**config.mk**
```make
export PLATFORM = sky130hd
export DESIGN_NAME = pc_unit
export DESIGN_NICKNAME = d
export VERILOG_FILES = /design/src/rtl/pc_unit_pkg.sv /design/src/rtl/pc_unit.sv
export SDC_FILE = /design/constraint.sdc
export NUM_CORES = 1
export LEC_CHECK = 0
export ABC_AREA = 1
export CORE_ASPECT_RATIO = 0.5
export CORE_MARGIN = 4
export CORE_UTILIZATION = 39
export DETAILED_ROUTE_END_ITERATION = 10
export GPL_TIMING_DRIVEN = 0
export PLACE_DENSITY_LB_ADDON = 0.25
export SKIP_LAST_GASP = 1
export SLEW_MARGIN = 10
export SYNTH_ARGS = -nofsm -noshare
export SYNTH_HDL_FRONTEND = slang
export SYNTH_SLANG_ARGS = --single-unit
```
**constraint.sdc**
```tcl
create_clock -name clk -period 2 [get_ports clk]
set_input_delay 0.3 -clock clk [delete_from_list [all_inputs] [get_ports clk]]
set_output_delay 0.3 -clock clk [all_outputs]
set_load 0.02 [all_outputs]
```
**src/rtl/pc_unit_pkg.sv**
```systemverilog
// Shared defines for the PC / fetch-address unit: ROM port ops, widths, defaults.
// Optional macro PC_ALIGN_EN forces word alignment of branch targets and ROM address.
package pc_unit_pkg;

   localparam int ADDR_W = 32;
   localparam int DATA_W = 32;

   typedef enum logic [1:0] {
      ROM_OP_INST = 2'b00,
      ROM_OP_RD   = 2'b01,
      ROM_OP_WR   = 2'b10,
      ROM_OP_INSX = 2'b11
   } rom_op_e;

   localparam logic [ADDR_W-1:0] RESET_PC_DEF   = 32'h8000_0000;
   localparam logic [ADDR_W-1:0] EXC_VECTOR_DEF = 32'h8000_1180;
   localparam logic [ADDR_W-1:0] PC_STEP        = 32'd4;
   localparam logic [ADDR_W-1:0] WORD_MASK      = 32'hFFFF_FFFC;

   // Data read/write steals the ROM port from instruction fetch.
   function automatic logic is_data_op(input logic [1:0] op);
      logic r;
      r = 1'b0;
      case (op)
         ROM_OP_RD: r = 1'b1;
         ROM_OP_WR: r = 1'b1;
         default:   r = 1'b0;
      endcase
      return r;
   endfunction

   function automatic logic is_wr_op(input logic [1:0] op);
      return op == ROM_OP_WR;
   endfunction

   // Word alignment is only applied in the aligned build.
   function automatic logic [ADDR_W-1:0] align_addr(
      input logic [ADDR_W-1:0] a
   );
`ifdef PC_ALIGN_EN
      return a & WORD_MASK;
`else
      return a;
`endif
   endfunction

endpackage

```
**src/rtl/pc_unit.sv**
```systemverilog
// Program counter and ROM port address/data mux for the fetch stage.
// Define PC_ALIGN_EN to force bits [1:0] of branch targets and ROM address to zero.
module pc_unit
   import pc_unit_pkg::*;
#(
   parameter logic [ADDR_W-1:0] RESET_PC   = RESET_PC_DEF,
   parameter logic [ADDR_W-1:0] EXC_VECTOR = EXC_VECTOR_DEF
) (
   input  logic              clk,
   input  logic              rst,
   input  logic              flush,
   input  logic [5:0]        stall,
   input  logic              branch_flag_i,
   input  logic [ADDR_W-1:0] branch_target_address_i,
   input  logic [1:0]        rom_op_i,
   input  logic [DATA_W-1:0] rom_wr_data_i,
   input  logic [ADDR_W-1:0] rom_rw_addr_i,
   output logic [ADDR_W-1:0] pc_or_addr,
   output logic              ce,
   output logic              rom_op_o,
   output logic [DATA_W-1:0] wr_data_o
);

   logic [ADDR_W-1:0] pc_q;
   logic [ADDR_W-1:0] pc_d;
   logic              ce_q;
   logic              data_acc;
   logic              data_wr;
   logic              unused_stall;

   // Only the PC/IF stage bit of the stall vector matters here.
   assign unused_stall = ^stall[5:1];

   assign data_acc = is_data_op(rom_op_i);
   assign data_wr  = is_wr_op(rom_op_i);

   // Next-pc select: flush > stall > data access > branch > increment.
   always_comb begin
      pc_d = pc_q;
      if (!ce_q) begin
         pc_d = RESET_PC;
      end else if (flush) begin
         pc_d = EXC_VECTOR;
      end else if (stall[0]) begin
         pc_d = pc_q;
      end else if (data_acc) begin
         pc_d = pc_q;
      end else if (branch_flag_i) begin
         pc_d = align_addr(branch_target_address_i);
      end else begin
         pc_d = pc_q + PC_STEP;
      end
   end

   // PC and chip-enable registers; reset restarts fetch at RESET_PC.
   always_ff @(posedge clk or negedge rst) begin
      if (!rst) begin
         pc_q <= RESET_PC;
         ce_q <= 1'b0;
      end else begin
         pc_q <= pc_d;
         ce_q <= 1'b1;
      end
   end

   // ROM port: data access address overrides the fetch pc.
   always_comb begin
      pc_or_addr = align_addr(pc_q);
      if (data_acc) begin
         pc_or_addr = align_addr(rom_rw_addr_i);
      end
   end

   // Write strobe and data are only live for a data write.
   always_comb begin
      rom_op_o  = data_wr;
      wr_data_o = '0;
      if (data_wr) begin
         wr_data_o = rom_wr_data_i;
      end
   end

   assign ce = ce_q;

endmodule

```
==> summary.txt, run 1 <==
Placement
  • Placed standard-cell area: 0.00485 mm2
  • Placed insts: 814
  • Port Buffers: 168
  • GPL Wtd Cong: 0.949
  • Dpl ws: -1000 ps
  • Detailed placer's ending HPWL: 10,200 um

Die
  • Chip Width: 133 um
  • Die ar.: 0.00936 mm2
  • Core Area: 0.00746 mm2
  • Starting Density: 40.8%
  • Die span in y: 70.4 um
  • Ports: 174
  • Row cnt: 22

Timing
  • Unrepaired setup endpoints after global routing: yes
  • Fmax: 500 MHz
  • Period utilization: 100%
  • Min Tclk post-route: 2000 ps
  • Rel. slew slack: 48.0%
  • Final Slew Violations: 0
  • Setup Viol. Count Final: 1
  • Least-Margin Pin Slew: 780 ps
  • Clock skew after layout: 6.13 ps
  • Worst setup margin: -0.547 ps
  • WHS: 100 ps
  • Fin. Hold Viols: 0

Synth
  • Sequential area share after synthesis: 27.2%
  • Synth async-reset ratio: 100%
  • Top-area cell type share of the netlist area: 26.3%
  • Simple-Gate Fraction of Synth Area: 45.2%
  • Synth top area cells: dfrtp_1, nand2_1, nor2_1
  • Net Count, Synth: 648
  • Yosys warning count: 0
  • Post-synth EDFFs: 0
  • Syn_area_per_cell: 5.65 um2
  • Yosys reg bits: 33
  • Post-synthesis compound-gate area fraction: 14.1%
  • Post-Syn Instances: 538
  • Synth Area in Adders: 0.823%
  • Largest family of logic cells by synthesized area: simple AND/OR/NAND/NOR gates
  • Top FF cell, synth: dfrtp_1
  • Leading area contributor after synthesis: dfrtp_1
  • Synthesized area: 0.00304 mm2
  • Mux contribution to synthesized area: 0%
  • Xor and xnor fraction of the mapped netlist area: 0.864%
  • Post-synth cell types: 31
  • Most frequent cells after synthesis: nand2_1, nor2_1, inv_1
  • Most common cell in the netlist: nand2_1

Worst setup path
  • CP startpoint: rom_op_i[0]
  • Critical path arrival: 1700 ps
  • Reg-to-reg endpoint: pc_q[12]
  • R2r startpoint: pc_q[2]
  • CP Class: in2out
  • FF-to-FF path depth: 10
  • CP required: 1700 ps
  • Maximum fanout along the worst path: 10
  • Crit start category: input port
  • Worst R2R Setup Slack: 160 ps
  • CP endpoint: pc_or_addr[31]
  • CP endpoint kind: output pin

Run status
  • Violated checks: negative setup slack
  • Status: complete, but fails checks

Final layout
  • Nets: 824
  • Ant diodes: 0
  • Area of the multi-input gates: 0.00188 mm2
  • Sequential Area: 827 um2
  • Layout fillers: 699
  • Fin cells: 823
  • Area growth syn-to-layout: 63.9%
  • Layout cells sized above 1: 13.1%
  • Final Instance Area: 0.00498 mm2

Clock network
  • Clock insertion delay at the later pin of the skew report: 280 ps
  • H-tree depth: 2
  • CTS tree: built
  • CTS Root Cell: clkbuf_16
  • Clock transition at path regs: 50 ps
  • Hold_buf cts: 0
  • Clock Sinks: 33
  • CTS buffer count: 5
  • CTS max path bufs: 2

Global route
  • Largest net degree at the start of global routing: 34
  • Initial antenna violation count: 0
  • Vias in the first global route: 3,897
  • First-pass GRT wire length: 20,300 um
  • Total GRT Usage: 27.2%
  • GRT overflow: 0

Detailed routing
  • DRC: 0
  • Detailed Routing Iterations Pass 1: 5
  • Wire length per cell: 15.6 um
  • Avg Vias per Cell: 5.01
  • Vias post-DR: 4,120
  • Post-route antenna net violation count: 0
  • Initial DRC Count: 269
  • Final WL: 12,800 um

Worst hold path
  • Hold WC Path Type: in2async

Pwr
  • Power Dens Cells: 483 mW/mm2
  • Lkg Pwr: 2.42 nW
  • Peak VDD IR: 313 uV
  • Overall power: 2.41 mW

Flow run
  • # Max-Cap Violations: 0
==> cells by family after synthesis <==
| kind of cell | after synthesis |
|---|---|
| xor gates and xnor gates | 3 |
| adders and majority gates | 2 |
| buffers and inverters | 90 |
| AOI/OAI and AO/OA | 79 |
| other | 1 |
| and+or+nand+nor | 330 |
| DFF | 33 |
==> power by group <==
| group | internal (mW) | total [mW] | leakage [nW] | switching, mW |
|---|---|---|---|---|
| Combinational | 0.378 | 0.789 | 1.89 | 0.411 |
| Clock | 0.622 | 0.905 | 0.0841 | 0.283 |
| Sequential | 0.689 | 0.714 | 0.448 | 0.0245 |
| Total | 1.69 | 2.41 | 2.42 | 0.718 |
==> sequential cells by signal, indices dropped and copies added (netlist names) <==
name,flops
ce,1
pc_q,32
==> critical path, stage by stage <==
cell             delay (ps)
clkdlybuf4s50_1         450
inv_1                    60
ha_4                    260
inv_8                   110
buf_4                   180
nand2_1                  60
o21ai_0                  70
buf_2                   190
==> area by class of cell <==
cell class,count,share of cell area (%)
Tap cell,108,2.71
Sequential cell,33,16.6
Clock buffer,7,2.86
Multi-Input combinational cell,415,37.7
Timing Repair Buffer,169,30.7
Clock inverter,1,0.603
Inverter,71,5.50
Buffer,19,3.39
==> stage by stage <==
step / utilization (%) / TNS [ps]
after floorplan: - / 0
after global placement: 65.1 / -49310
after detailed placement: 65.0 / -47880
after CTS: 66.3 / -143
after global routing: 66.8 / -344
final: 66.8 / -0.547
==> worst min-delay path by stage <==
| stage | from | cells past startpoint | end |
|---|---|---|---|
| after CTS | rst | 1 | ce |
| after floorplan | rst | 0 | ce |
| final | rst | 1 | ce |
| after global routing | rst | 1 | ce |
| after global placement | pc_q[0] | 2 | pc_q[0] |
| after detailed placement | rst | 1 | ce |
==> metal layers <==
metal / track usage, % / vias up / share of wire (%)
met5: 0 / - / 0
met2: 43.8 / 195 / 45
met4: 8.18 / 0 / 2.1
met1: 36.1 / 1866 / 43
met3: 6.69 / 26 / 10
li1: - / 2033 / -
==> layout by cell type, fill, tap and decap left out, types with 2 or more instances in the layout <==
master,instances
nand2_1,192
clkdlybuf4s50_1,103
nor2_1,75
inv_1,66
nand3_1,33
o21ai_1,32
dfrtp_1,32
buf_2,26
o21ai_0,24
dlygate4sd2_1,22
buf_4,15
nor2_2,15
a21oi_1,8
o22ai_1,7
clkdlybuf4s15_1,7
clkbuf_16,6
o21ai_2,5
nand4_1,4
clkbuf_1,4
nand2_2,4
clkbuf_4,3
buf_8,3
clkbuf_8,3
nor2_4,3
inv_2,3
xor2_1,3
dlymetal6s2s_1,2
==> timing repair <==
item / CTS / global route
setup buffers: 0 / 1
gates resized for setup: 219 / 43
setup endpoints to repair: 68 / 40
(Power assumes the default switching activity.)
==> inputs of run 2 (changes only) <==
--- a/config.mk
+++ b/config.mk
@@ -8,10 +8,10 @@
 export ABC_AREA = 1
 export CORE_ASPECT_RATIO = 0.5
 export CORE_MARGIN = 4
-export CORE_UTILIZATION = 39
+export CORE_UTILIZATION = 34
 export DETAILED_ROUTE_END_ITERATION = 10
 export GPL_TIMING_DRIVEN = 0
-export PLACE_DENSITY_LB_ADDON = 0.25
+export PLACE_DENSITY = 0.75
 export SKIP_LAST_GASP = 1
 export SLEW_MARGIN = 10
 export SYNTH_ARGS = -nofsm -noshare
==> run 2 against run 1 <==
Effect of this change:
- the run now ends clean
- count of clock-buffer cells in the layout is 2 lower
- core utilization fell by 8.6 points
- first-iteration DRC count is 35% higher
- design area grew 1.7%
- sequential share of layout area is 0.27 points lower
- total power up 6.2%
- worst hold slack gained 5.9 ps
- clock power increased by 14%
- via count down 0.44%
- global-route usage decreased by 3.6 points
- combinational power increased by 3.2%
- final cell count is 1.5% higher
- critical path type is now reg2reg
- largest cell class unchanged
==> summary.txt, run 2 (same netlist as run 1, synthesis figures left out) <==
Run status
  • Status: finished, final reports clean

Global route
  • First-pass GRT wire length: 19,500 um (-3.8%)
  • Vias in the first global route: 3,749 (-3.8%)
  • Total GRT Usage: 23.5% (-3.6 points)
  • Initial antenna violation count: 0 (unchanged)
  • Largest net degree at the start of global routing: 34 (unchanged)
  • GRT overflow: 0 (unchanged)

Pwr
  • Peak VDD IR: 297 uV (-5.3%)
  • Overall power: 2.56 mW (+6.2%)
  • Lkg Pwr: 2.48 nW (+2.4%)
  • Power Dens Cells: 504 mW/mm2 (+4.4%)

Worst setup path
  • R2r startpoint: pc_q[2]
  • Worst R2R Setup Slack: 180 ps (+20 ps)
  • Reg-to-reg endpoint: pc_q[8]
  • CP startpoint: pc_q[2]
  • CP required: 2160 ps (+460 ps)
  • CP endpoint: pc_q[8]
  • Crit start category: flip-flop
  • CP Class: reg2reg
  • Critical path arrival: 1980 ps (+280 ps)
  • Maximum fanout along the worst path: 6 (-4)
  • CP endpoint kind: flip-flop
  • FF-to-FF path depth: 8 (-2)

Detailed routing
  • Initial DRC Count: 364 (+35%)
  • Vias post-DR: 4,102 (-0.44%)
  • Detailed Routing Iterations Pass 1: 5 (unchanged)
  • Post-route antenna net violation count: 0 (unchanged)
  • Avg Vias per Cell: 4.91 (-1.9%)
  • Final WL: 13,300 um (+3.4%)
  • DRC: 0 (unchanged)
  • Wire length per cell: 15.9 um (+1.9%)

Final layout
  • Layout fillers: 892 (+28%)
  • Area growth syn-to-layout: 66.7%
  • Commonest non-fill, non-tap cells in the layout: nand2_1, clkdlybuf4s50_1, nor2_1
  • Area of the multi-input gates: 0.00188 mm2 (+0.40%)
  • Ant diodes: 0 (unchanged)
  • Nets: 827 (+0.36%)
  • Fin cells: 835 (+1.5%)
  • Layout Utilization: 58.2% (-8.6 points)
  • Sequential Area: 827 um2 (unchanged)
  • Max reg flops: 32 (unchanged)
  • Final Instance Area: 0.00507 mm2 (+1.7%)
  • Layout cells sized above 1: 13.6% (+0.50 points)
  • Largest register by flop count: pc_q
  • Commonest non-fill, non-tap cell in the layout: nand2_1

Clock network
  • Clock transition at path regs: 60 ps (about the same)
  • Hold_buf cts: 0 (unchanged)
  • CTS tree: built
  • CTS max path bufs: 2 (unchanged)
  • H-tree depth: 2 (unchanged)
  • Clock insertion delay at the later pin of the skew report: 280 ps (about the same)
  • Clock Sinks: 33 (unchanged)
  • CTS buffer count: 5 (unchanged)
  • CTS Root Cell: clkbuf_16

Worst hold path
  • Hold WC Path Type: in2async

Timing
  • Clock skew after layout: 3.77 ps (-2.36 ps)
  • Worst setup margin: 180 ps (+181 ps)
  • Rel. slew slack: 45.9% (-2.1 points)
  • Setup Viol. Count Final: 0 (-1)
  • Fmax: 549 MHz (+9.9%)
  • Fin. Hold Viols: 0 (unchanged)
  • Unrepaired setup endpoints after global routing: no
  • Period utilization: 91.0% (-9.0 points)
  • Least-Margin Pin Slew: 811 ps (+30.8 ps)
  • Final Slew Violations: 0 (unchanged)
  • Min Tclk post-route: 1820 ps (-181 ps)

Placement
  • Port Buffers: 168 (unchanged)
  • Dpl ws: -955 ps (+47.9 ps)
  • Detailed placer's ending HPWL: 10,400 um (+1.4%)
  • Placed standard-cell area: 0.00486 mm2 (+0.23%)
  • GPL Wtd Cong: 0.977 (+2.9%)
  • Placed insts: 823 (+1.1%)

Die
  • Die ar.: 0.0106 mm2 (+13%)
  • Ports: 174 (unchanged)
  • Die span in y: 74.9 um (+6.3%)
  • Starting Density: 34.9% (-5.8 points)
  • Row cnt: 24 (+9.1%)
  • Chip Width: 142 um (+6.7%)
  • Core Area: 0.00871 mm2 (+17%)

Flow run
  • # Max-Cap Violations: 0 (unchanged)
-- run 2: changes by cell type in the layout (fill, tap and decap cells not counted), sizes merged --
cell	before	now
bufinv	1	2
clkbuf	17	16
clkdlybuf4s15	7	0
clkdlybuf4s50	103	102
clkinv	1	3
dlygate4sd2	22	31
-- run 2: timing repair --
item | 4_1_cts | 5_1_grt
buffers inserted | 1 | 0
endpoints found under the setup margin | 85 | 46
gates cloned | 0 | 3
gates resized for setup | 220 | 29
pin swaps | 0 | 1
-- run 2: where the power goes --
part	switching (mW)	internal [mW]	total, mW
Clock	0.316	0.712	1.03
Sequential	0.0248	0.689	0.714
Combinational	0.421	0.393	0.814
Total	0.762	1.79	2.56
-- run 2: how the worst min path moves through the flow --
stage,depth (start not counted),from,end
final,1,rst,pc_q[29]
after global routing,1,rst,pc_q[29]
after CTS,1,rst,pc_q[23]
after detailed placement,1,rst,pc_q[23]
after global placement,2,pc_q[31],pc_q[31]
after floorplan,0,rst,ce
-- run 2: area by class of cell --
cell class / count / share of cell area, %
Tap cell: 117 / 2.89
Timing Repair Buffer: 171 / 30.7
Inverter: 71 / 5.51
Sequential cell: 33 / 16.3
Clock inverter: 3 / 1.28
Timing Repair inverter: 1 / 0.173
Clock buffer: 5 / 2.47
Buffer: 19 / 3.51
Multi-Input combinational cell: 415 / 37.2
-- run 2: metrics by stage --
stage	hold WS, ps	TNS, ps
final	106	0
after detailed placement	433	-49770
after floorplan	4.41	0
after global routing	174	0
after global placement	525	-54760
after CTS	136	-110
-- run 2: critical path, cell delays in order, from the launching register on --
cell	delay, ps
dfrtp_1	450
ha_1	330
nand3_1	200
nor2_1	370
nand2_1	90
nand3_1	90
nand2_1	50
nand2_1	50
o21ai_1	60
-- run 2: per-layer routing --
| metal | wire (um) | global-route usage [%] | up-vias |
|---|---|---|---|
| met3 | 1310 | 5.90 | 20 |
| li1 | - | - | 2040 |
| met1 | 6030 | 32.1 | 1865 |
| met5 | 0 | 0 | - |
| met4 | 170 | 4.15 | 0 |
| met2 | 5770 | 38.8 | 177 |
==> inputs of run 3 (changes only) <==
--- a/config.mk
+++ b/config.mk
@@ -8,10 +8,10 @@
 export ABC_AREA = 1
 export CORE_ASPECT_RATIO = 0.5
 export CORE_MARGIN = 4
-export CORE_UTILIZATION = 34
+export CORE_UTILIZATION = 39
 export DETAILED_ROUTE_END_ITERATION = 10
 export GPL_TIMING_DRIVEN = 0
-export PLACE_DENSITY = 0.75
+export PLACE_DENSITY = 0.84
 export SKIP_LAST_GASP = 1
 export SLEW_MARGIN = 10
 export SYNTH_ARGS = -nofsm -noshare
==> run 3 against run 2 <==
Effect of this change:
- the flow now finishes with violations (negative setup slack)
- worst setup slack lost 180 ps
- sequential cell count did not move
- combinational power shrank 2%
- sequential share of layout area is 0.39 points higher
- clock power decreased by 24%
- sequential power about the same
- fmax is 9.0% lower
- first-iteration DRC count is 22% lower
- count of clock-buffer cells in the layout grew 3
- final cell count decreased by 1.2%
- largest cell class unchanged
- largest power group is now combinational logic
==> summary.txt, run 3 (same netlist as run 1, synthesis figures left out) <==
Run status
  • Status: complete, but fails checks
  • Violated checks: negative setup slack

Final layout
  • Commonest non-fill, non-tap cells in the layout: nand2_1, clkdlybuf4s50_1, nor2_1
  • Max reg flops: 32 (unchanged)
  • Fin cells: 825 (-1.2%)
  • Area growth syn-to-layout: 62.8%
  • Largest register by flop count: pc_q
  • Final Instance Area: 0.00495 mm2 (-2.3%)
  • Layout cells sized above 1: 14.2% (+0.58 points)
  • Nets: 826 (-0.12%)
  • Layout Utilization: 66.3% (+8.1 points)
  • Ant diodes: 0 (unchanged)
  • Commonest non-fill, non-tap cell in the layout: nand2_1

Timing
  • Final Slew Violations: 0 (unchanged)
  • Unrepaired setup endpoints after global routing: yes
  • WHS: 108 ps (+1.96 ps)
  • Clock skew after layout: 2.90 ps (-0.873 ps)
  • Post-route setup TNS: -0.396 ps (-0.396 ps)
  • Setup Viol. Count Final: 1 (+1)
  • Least-Margin Pin Slew: 801 ps (-10.0 ps)
  • Rel. slew slack: 46.6% (+0.67 points)
  • Min Tclk post-route: 2000 ps (+180 ps)
  • Worst setup margin: -0.396 ps (-180 ps)
  • Fin. Hold Viols: 0 (unchanged)
  • Period utilization: 100% (+9.0 points)
  • Fmax: 500 MHz (-9.0%)

Global route
  • Initial antenna violation count: 0 (unchanged)
  • Largest net degree at the start of global routing: 34 (unchanged)
  • GRT overflow: 0 (unchanged)
  • Total GRT Usage: 26.8% (+3.3 points)
  • First-pass GRT wire length: 20,100 um (+3.0%)
  • Vias in the first global route: 3,868 (+3.2%)

Detailed routing
  • Met1 wire length: 5460 um (-9.5%)
  • Final WL: 12,800 um (-3.5%)
  • DRC: 0 (unchanged)
  • Wire length per cell: 15.5 um (-2.4%)
  • Post-route antenna net violation count: 0 (unchanged)
  • DR WL met3: 1440 um (+9.9%)
  • Detailed Routing Iterations Pass 1: 6 (+1)
  • Top layer in use: met4
  • Routed met2 length: 5760 um (-0.19%)
  • Vias post-DR: 4,112 (+0.24%)
  • Initial DRC Count: 285 (-22%)
  • Avg Vias per Cell: 4.98 (+1.5%)

Die
  • Row cnt: 22 (-8.3%)
  • Starting Density: 40.8% (+5.8 points)
  • Die span in y: 70.4 um (-5.9%)
  • Die ar.: 0.00936 mm2 (-12%)
  • Core Area: 0.00746 mm2 (-14%)
  • Ports: 174 (unchanged)
  • Chip Width: 133 um (-6.3%)

Pwr
  • Overall power: 2.29 mW (-10%)
  • Peak VDD IR: 276 uV (-6.9%)
  • Power Dens Cells: 463 mW/mm2 (-8.1%)
  • Lkg Pwr: 2.41 nW (-2.9%)

Worst setup path
  • CP endpoint kind: output pin
  • R2r startpoint: pc_q[2]
  • Maximum fanout along the worst path: 10 (+4)
  • CP Class: in2out
  • CP required: 1700 ps (-460 ps)
  • Critical path arrival: 1700 ps (-280 ps)
  • CP startpoint: rom_op_i[0]
  • Crit start category: input port

Clock network
  • CTS Root Cell: clkbuf_16
  • Clock Sinks: 33 (unchanged)
  • CTS tree: built
  • Clock transition at path regs: 50 ps (about the same)
  • Clock insertion delay at the later pin of the skew report: 280 ps (about the same)
  • H-tree depth: 2 (unchanged)
  • Hold_buf cts: 0 (unchanged)
  • CTS max path bufs: 2 (unchanged)
  • CTS buffer count: 5 (unchanged)

Placement
  • Placed standard-cell area: 0.00485 mm2 (-0.23%)
  • Port Buffers: 168 (unchanged)
  • Detailed placer's ending HPWL: 10,400 um (-0.29%)
  • GPL Wtd Cong: 1.03 (+5.7%)
  • Dpl ws: -1050 ps (-92.4 ps)
  • Placed insts: 814 (-1.1%)

Flow run
  • # Max-Cap Violations: 0 (unchanged)

Worst hold path
  • Hold WC Path Type: in2async
==> run 3: changes by cell type in the layout (fill, tap and decap cells not counted), sizes merged <==
cell / before / now
bufinv: 2 / 0
clkbuf: 16 / 26
clkdlybuf4s15: 0 / 3
clkdlybuf4s50: 102 / 103
clkinv: 3 / 1
dlygate4sd2: 31 / 21
dlymetal6s2s: 2 / 1
==> run 3: repair_timing <==
item,4_1_cts,5_1_grt
resized for setup,226,49
endpoints found under the hold margin,0,0
pin swaps,0,1
setup buffers,2,1
setup endpoints to repair,81,51
==> run 3: routing by layer <==
layer	track usage (%)	vias to the layer above
met5	0	-
met4	6.22	0
met3	6.62	18
met2	44.0	214
met1	35.6	1850
li1	-	2030
==> run 3: critical path, stage by stage <==
cell             delay, ps
clkdlybuf4s50_1        460
inv_1                   60
ha_4                   260
inv_8                  110
buf_6                  150
nand2_1                 90
o21ai_1                 90
buf_2                  180
==> run 3: path summary, 6_finish.rpt <==
path	to	slack (ps)	cells after the start
min in group clk	pc_q[31]	550	2
min reg2reg	pc_q[31]	550	2
max	pc_or_addr[23]	-0.4	8
max in group asynchronous	pc_q[24]	1390	1
min	ce	110	1
max reg2reg	pc_q[16]	190	7
==> run 3: power by group <==
group / internal (mW) / switching [mW] / leakage, nW
Sequential: 0.689 / 0.0236 / 0.448
Clock: 0.497 / 0.287 / 0.0712
Combinational: 0.384 / 0.412 / 1.89
Total: 1.57 / 0.723 / 2.41
==> run 3: cell type report <==
cell class	count	area, um2
Multi-Input combinational cell	415	1870
Clock buffer	8	146
Fill cell	714	2510
Timing Repair Buffer	171	1520
Sequential cell	33	827
Tap cell	108	135
Buffer	19	176
Inverter	71	274
